==> src/rtl/regfile_scoreboard_pkg.sv <==
// Shared core constants and types for the decode-stage register file
// and busy scoreboard.
package regfile_scoreboard_pkg;

    localparam int XLEN_DEFAULT  = 64;
    localparam int NREGS_DEFAULT = 32;
    localparam int ZERO_REG      = 0;

    typedef logic [$clog2(NREGS_DEFAULT)-1:0] regaddr_t;

endpackage

==> src/rtl/regfile_scoreboard_if.sv <==
// Operand-read, writeback, issue and flush signals between the pipeline
// (master) and the register file / scoreboard (slave).
interface regfile_scoreboard_if
    import regfile_scoreboard_pkg::*;
#(
    parameter int XLEN  = XLEN_DEFAULT,
    parameter int NREGS = NREGS_DEFAULT,
    parameter int NRD   = 2
);
    localparam int AW = $clog2(NREGS);
    localparam int CW = $clog2(NREGS) + 1;

    logic [NRD*AW-1:0]   rs_addr;
    logic [NRD*XLEN-1:0] rd_data;
    logic [NRD-1:0]      rs_busy;
    logic                wr_en;
    logic [AW-1:0]       wr_addr;
    logic [XLEN-1:0]     wr_data;
    logic                issue_en;
    logic [AW-1:0]       issue_addr;
    logic                flush;
    logic [CW-1:0]       pending_cnt;

    modport master (
        output rs_addr, wr_en, wr_addr, wr_data, issue_en, issue_addr, flush,
        input  rd_data, rs_busy, pending_cnt
    );

    modport slave (
        input  rs_addr, wr_en, wr_addr, wr_data, issue_en, issue_addr, flush,
        output rd_data, rs_busy, pending_cnt
    );

endinterface

==> src/rtl/regfile_scoreboard_read_port.sv <==
// One operand read port: register select, zero-register check, same-cycle
// writeback bypass and busy qualification.
module regfile_read_port
    import regfile_scoreboard_pkg::*;
#(
    parameter int   XLEN  = XLEN_DEFAULT,
    parameter int   NREGS = NREGS_DEFAULT,
    localparam int  AW    = $clog2(NREGS)
)
(
    input  logic [AW-1:0]               rs_addr,
    input  logic [NREGS-1:0][XLEN-1:0]  regs,
    input  logic [NREGS-1:0]            busy,
    input  logic                        wr_en,
    input  logic [AW-1:0]               wr_addr,
    input  logic [XLEN-1:0]             wr_data,
    output logic [XLEN-1:0]             rd_data,
    output logic                        rs_busy
);

    logic is_zero;
    logic wr_hit;

    assign is_zero = (rs_addr == AW'(ZERO_REG));
    assign wr_hit  = wr_en && (wr_addr == rs_addr);

    // A writeback landing this cycle both supplies the data and resolves the hazard.
    always_comb begin
        rd_data = regs[rs_addr];
        rs_busy = busy[rs_addr] && !wr_hit;
        if (is_zero) begin
            rd_data = '0;
            rs_busy = 1'b0;
        end else if (wr_hit) begin
            rd_data = wr_data;
        end
    end

endmodule

==> src/rtl/regfile_scoreboard.sv <==
// Multi-port integer register file with write-to-read bypass, hardwired
// x0 and a per-register busy scoreboard with a registered pending count.
module regfile_scoreboard
    import regfile_scoreboard_pkg::*;
#(
    parameter int   XLEN  = XLEN_DEFAULT,
    parameter int   NREGS = NREGS_DEFAULT,
    parameter int   NRD   = 2,
    localparam int  AW    = $clog2(NREGS),
    localparam int  CW    = $clog2(NREGS) + 1
)
(
    input  logic                 clk,
    input  logic                 reset,
    regfile_scoreboard_if.slave  bus
);

    logic [NREGS-1:0][XLEN-1:0] regs;
    logic [NREGS-1:0]           busy;
    logic [NREGS-1:0]           busy_next;
    logic [CW-1:0]              pending_q;
    logic                       wr_live;
    logic                       wr_real;
    logic                       issue_real;

    function automatic logic [CW-1:0] popcount(input logic [NREGS-1:0] v);
        logic [CW-1:0] cnt;
        cnt = '0;
        for (int i = 0; i < NREGS; i++) begin
            cnt = cnt + CW'(v[i]);
        end
        return cnt;
    endfunction

    // Bypass is suppressed while reset is held so every port reads zero.
    assign wr_live    = bus.wr_en && reset;
    assign wr_real    = bus.wr_en && (bus.wr_addr != AW'(ZERO_REG));
    assign issue_real = bus.issue_en && (bus.issue_addr != AW'(ZERO_REG));

    // Register storage; x0 is never written so it stays zero from reset.
    always_ff @(posedge clk or negedge reset) begin
        if (!reset) begin
            regs <= '0;
        end else if (wr_real) begin
            regs[bus.wr_addr] <= bus.wr_data;
        end
    end

    // Next busy vector: flush wins, then a new producer's set beats the writeback clear.
    always_comb begin
        busy_next = busy;
        if (bus.flush) begin
            busy_next = '0;
        end else begin
            if (wr_real) begin
                busy_next[bus.wr_addr] = 1'b0;
            end
            if (issue_real) begin
                busy_next[bus.issue_addr] = 1'b1;
            end
        end
        busy_next[ZERO_REG] = 1'b0;
    end

    // Scoreboard state and its population count, updated together.
    always_ff @(posedge clk or negedge reset) begin
        if (!reset) begin
            busy      <= '0;
            pending_q <= '0;
        end else begin
            busy      <= busy_next;
            pending_q <= popcount(busy_next);
        end
    end

    assign bus.pending_cnt = pending_q;

    for (genvar i = 0; i < NRD; i++) begin : g_port
        regfile_read_port #(
            .XLEN  (XLEN),
            .NREGS (NREGS)
        ) u_port (
            .rs_addr (bus.rs_addr[i*AW +: AW]),
            .regs    (regs),
            .busy    (busy),
            .wr_en   (wr_live),
            .wr_addr (bus.wr_addr),
            .wr_data (bus.wr_data),
            .rd_data (bus.rd_data[i*XLEN +: XLEN]),
            .rs_busy (bus.rs_busy[i])
        );
    end

endmodule

==> src/flat_wrapper.sv <==
// flat-port wrapper written by rule: the top's interface ports become plain ports
module regfile_scoreboard_flat import regfile_scoreboard_pkg::*;
#(
    parameter int   XLEN  = XLEN_DEFAULT,
    parameter int   NREGS = NREGS_DEFAULT,
    parameter int   NRD   = 2,
    localparam int  AW    = $clog2(NREGS),
    localparam int  CW    = $clog2(NREGS) + 1
)
  (clk, reset, bus_rs_addr, bus_wr_en, bus_wr_addr, bus_wr_data, bus_issue_en, bus_issue_addr, bus_flush, bus_rd_data, bus_rs_busy, bus_pending_cnt);
  regfile_scoreboard_if #(.XLEN(XLEN), .NREGS(NREGS), .NRD(NRD)) bus_i ();
  input  logic clk;
  input  logic reset;
  input wire logic [$bits(bus_i.rs_addr)-1:0] bus_rs_addr;
  input wire logic [$bits(bus_i.wr_en)-1:0] bus_wr_en;
  input wire logic [$bits(bus_i.wr_addr)-1:0] bus_wr_addr;
  input wire logic [$bits(bus_i.wr_data)-1:0] bus_wr_data;
  input wire logic [$bits(bus_i.issue_en)-1:0] bus_issue_en;
  input wire logic [$bits(bus_i.issue_addr)-1:0] bus_issue_addr;
  input wire logic [$bits(bus_i.flush)-1:0] bus_flush;
  output wire logic [$bits(bus_i.rd_data)-1:0] bus_rd_data;
  output wire logic [$bits(bus_i.rs_busy)-1:0] bus_rs_busy;
  output wire logic [$bits(bus_i.pending_cnt)-1:0] bus_pending_cnt;
  assign bus_i.rs_addr = bus_rs_addr;
  assign bus_i.wr_en = bus_wr_en;
  assign bus_i.wr_addr = bus_wr_addr;
  assign bus_i.wr_data = bus_wr_data;
  assign bus_i.issue_en = bus_issue_en;
  assign bus_i.issue_addr = bus_issue_addr;
  assign bus_i.flush = bus_flush;
  assign bus_rd_data = bus_i.rd_data;
  assign bus_rs_busy = bus_i.rs_busy;
  assign bus_pending_cnt = bus_i.pending_cnt;
  regfile_scoreboard #(.XLEN(XLEN), .NREGS(NREGS), .NRD(NRD)) u_core (.clk(clk), .reset(reset), .bus(bus_i));
endmodule
==> config.mk <==
export PLATFORM = sky130hd
export DESIGN_NAME = regfile_scoreboard_flat
export DESIGN_NICKNAME = d
export VERILOG_FILES = /design/src/rtl/regfile_scoreboard_pkg.sv /design/src/rtl/regfile_scoreboard_if.sv /design/src/rtl/regfile_scoreboard_read_port.sv /design/src/rtl/regfile_scoreboard.sv /design/src/flat_wrapper.sv
export SDC_FILE = /design/constraint.sdc
export NUM_CORES = 2
export LEC_CHECK = 0
export CAP_MARGIN = 10
export CORE_UTILIZATION = 63
export DETAILED_ROUTE_END_ITERATION = 10
export MAX_ROUTING_LAYER = met4
export PLACE_DENSITY = 0.81
export SYNTH_ARGS = -nofsm -noshare
export SYNTH_HDL_FRONTEND = slang
export SYNTH_HIERARCHICAL = 1
export SYNTH_SLANG_ARGS = --single-unit
==> constraint.sdc <==
create_clock -name clk -period 5.6 [get_ports clk]
set_clock_uncertainty 0.05 [all_clocks]
set_input_delay 1.12 -clock clk [delete_from_list [all_inputs] [get_ports clk]]
set_output_delay 1.12 -clock clk [all_outputs]
set_load 0.01 [all_outputs]
==> results.md <==
- IO Port Bufs: 224
- Crit path buf inv count: 3
- Post-synth EDFFs: 0
- ANT nets after route: 0
- Die Height: 427 um
- Critical path capture point type: output pin
- Failing checks: max-capacitance violations, negative setup slack
- #FFs+latches synth: 2,085
- Top-level port count: 225
- Status: finished with violations
- # DRC: 0
- Fin crit share: 101%
- Min-Delay Path Class: reg -> reg
- R2R Setup Slk: 520 ps
- DRT iter0 DRCs: 12.3k
- Clock root cell: clkbuf_16
- Post-route non-filler standard cell count: 10.6k
- Final setup fails: 4
- Hpwl dp: 252,000 um
- CTS H-Tree Depth: 4
- GRT Util Overall: 46.5%
- CP cell instances: buf_8 > nor2_2 > buf_4 > nand2_1 > a311oi_1 > a2111oi_0 > a221o_1 > clkdlybuf4s50_1
- Wire length of the first global-routing pass: 588,000 um
- Worst path top cell family by delay: simple AND/OR/NAND/NOR gates
- GRT overflow: 0
- Die ar.: 182,000 um^2
- Primary FF master, synth: dfrtp_1
- Placer congestion estimate: 0.982
- Leakage: 0.0563 uW
- Pin count of the biggest net entering global routing: 190
- Fmax: 176 MHz
- CTS clk-pin slew, worst paths: 60 ps
- Drt first pass iters: 9
- CP startpoint: bus_rs_addr[1]
- Post-synth cell types: 73
- Tmin final: 5670 ps
- Post-synthesis cell count: 7,850
- CP max FO: 23
- RSZ-0062 raised after global routing: yes
- Clock Sinks: 2,085
- Count leader, synth: dfrtp_1
- Mapped cell area: 114,000 um^2
- Dpl ws: -1290 ps
- Synth top area share: 45.9%
- Worst Setup Start Kind: input port
- Endpoints failing hold: 0
- Worst Slack Setup Final: -65.8 ps
- Max-slew headroom: 1.91%
- Routed len/inst: 38.3 um
- Placed cell count: 10.2k
- Vias in the first global route: 83.9k
- DR vias/cell: 7.71
- Clock buffer count from CTS: 216
- Clk Latency, worst-skew pair: 880 ps
- Synth area leader: dfrtp_1
- WL final: 408,000 um
- Slew Limit Fails: 0
- Core area: 179,000 um^2
- Synth Warn #: 6
- Max VDD drop: 0.296 mV
- Num rows: 155
- CTS tree: built
- Vias: 82.1k
- Share of layout cells above drive strength 1: 50.0%
- HP Start: u_core/regs[35]
- Synth cell count leaders: 2,085 x dfrtp_1, 2,062 x mux2_2, 878 x mux4_2
- Asr flop ratio synth: 100%
- CP Data Required Time: 4430 ps
- Worst setup path category: in -> out
- Pwr per Cell Area: 352 nW/um^2
- Max Cap Violations: 1
- Syn_area_per_cell: 14.5 um^2
- Area delta synth->final: 13.2%
- Seq/Total Area, Yosys: 45.9%
- Nets: 8,172
- Largest stage delay, worst path: 1150 ps
- Worst slew pin tran: 1470 ps
- CP max stage cell: nor2_2
- R2R Path Start: u_core/busy[18]
- Die W: 427 um
- Critical path arrival: 4500 ps
- Antenna violations before repair: 32
- Max Root-Sink Buffers: 3
- Initial core utilization: 63.6%
- Largest cells by area after synthesis: dfrtp_1 46%, mux2_2 20%, mux4_2 17%
cell usage in the layout, fill, tap and decap left out, types with 112 or more instances in the layout:
cell             instances
dfrtp_1               2085
mux4_2                 878
nand2_1                184
clkbuf_16              217
o22ai_1                126
mux2_2                2062
buf_12                 112
clkdlybuf4s50_1        200
buf_4                  537
mux2i_1                358
a22oi_1                140
report_power, final:
part / total (uW) / internal (uW) / switching (uW)
combinational: 9910 / 5670 / 4240
sequential: 20100 / 17900 / 2170
clock: 15300 / 8840 / 6450
metrics by stage:
step                      hold WS (ps)  power (uW)  util [%]  area [um^2]  TNS [ps]
after CTS                          347       44900      71.8       128000         0
after detailed placement           333       29800      67.5       121000     -6480
after floorplan                    391       26300         -       114000     -2100
after global routing               357       46600      71.9       129000      -218
after global placement             326       29100      67.5       121000     -6490
final                              349       45300      72.0       129000      -211
cell families (layout without fill, tap and decap cells):
| logic type | Yosys count | count (layout) | synth area share (%) |
|---|---|---|---|
| compound gates | 830 | 830 | 5.34 |
| xor+xnor | 13 | 13 | 0.100 |
| fa+ha+maj | 30 | 30 | 0.482 |
| buf+inv | 945 | 1330 | 4.42 |
| flops | 2085 | 2085 | 45.9 |
| mux | 3298 | 3298 | 41.0 |
| other cells | 1 | 55 | 0.00330 |
| simple gates | 648 | 648 | 2.77 |
flip-flops by register name, indices dropped and copies added (netlist names):
name and count:
u_core/bus.pending_cnt 6, u_core/regs 2048, u_core/busy 31
worst paths after layout:
| path | endpoint | cells after the start |
|---|---|---|
| setup / recovery | bus_rd_data[28] | 8 |
| hold / removal | u_core/regs[35] | 0 |
| setup reg to reg | u_core/bus.pending_cnt[4] | 16 |
| hold reg to reg | u_core/regs[35] | 0 |
| max in group asynchronous | u_core/regs[470] | 5 |
| min in group asynchronous | u_core/regs[1139] | 2 |
layout make-up:
cell class                 instances  area, um^2
multi-input combinational       4821       57100
clock buffer                     299        6180
timing repair buffer             877        8580
inverter                          52         206
clock inverter                   102        1340
tap                             2355        2950
sequential                      2085       52200
antenna                           53         133
fill                           11200       50200
metal layers:
| metal | global-route usage [%] | part of all wire (%) | vias up |
|---|---|---|---|
| met5 | - | 0 | - |
| li1 | - | - | 30700 |
| met1 | 55.7 | 34 | 42700 |
| met2 | 64.5 | 44 | 6645 |
| met4 | 34.0 | 8.6 | 0 |
| met3 | 17.0 | 14 | 2013 |
timing repair:
| item | in CTS | in global routing |
|---|---|---|
| hold buffers | 1 | 0 |
| endpoints found under the setup margin | 5 | 3 |
| gates resized for setup | 35 | 46 |
| buffers inserted | 8 | 8 |
| hold endpoints to repair | 11 | 0 |
| pin swaps | 19 | 27 |
No activity file was read; power rests on OpenSTA's default activity.
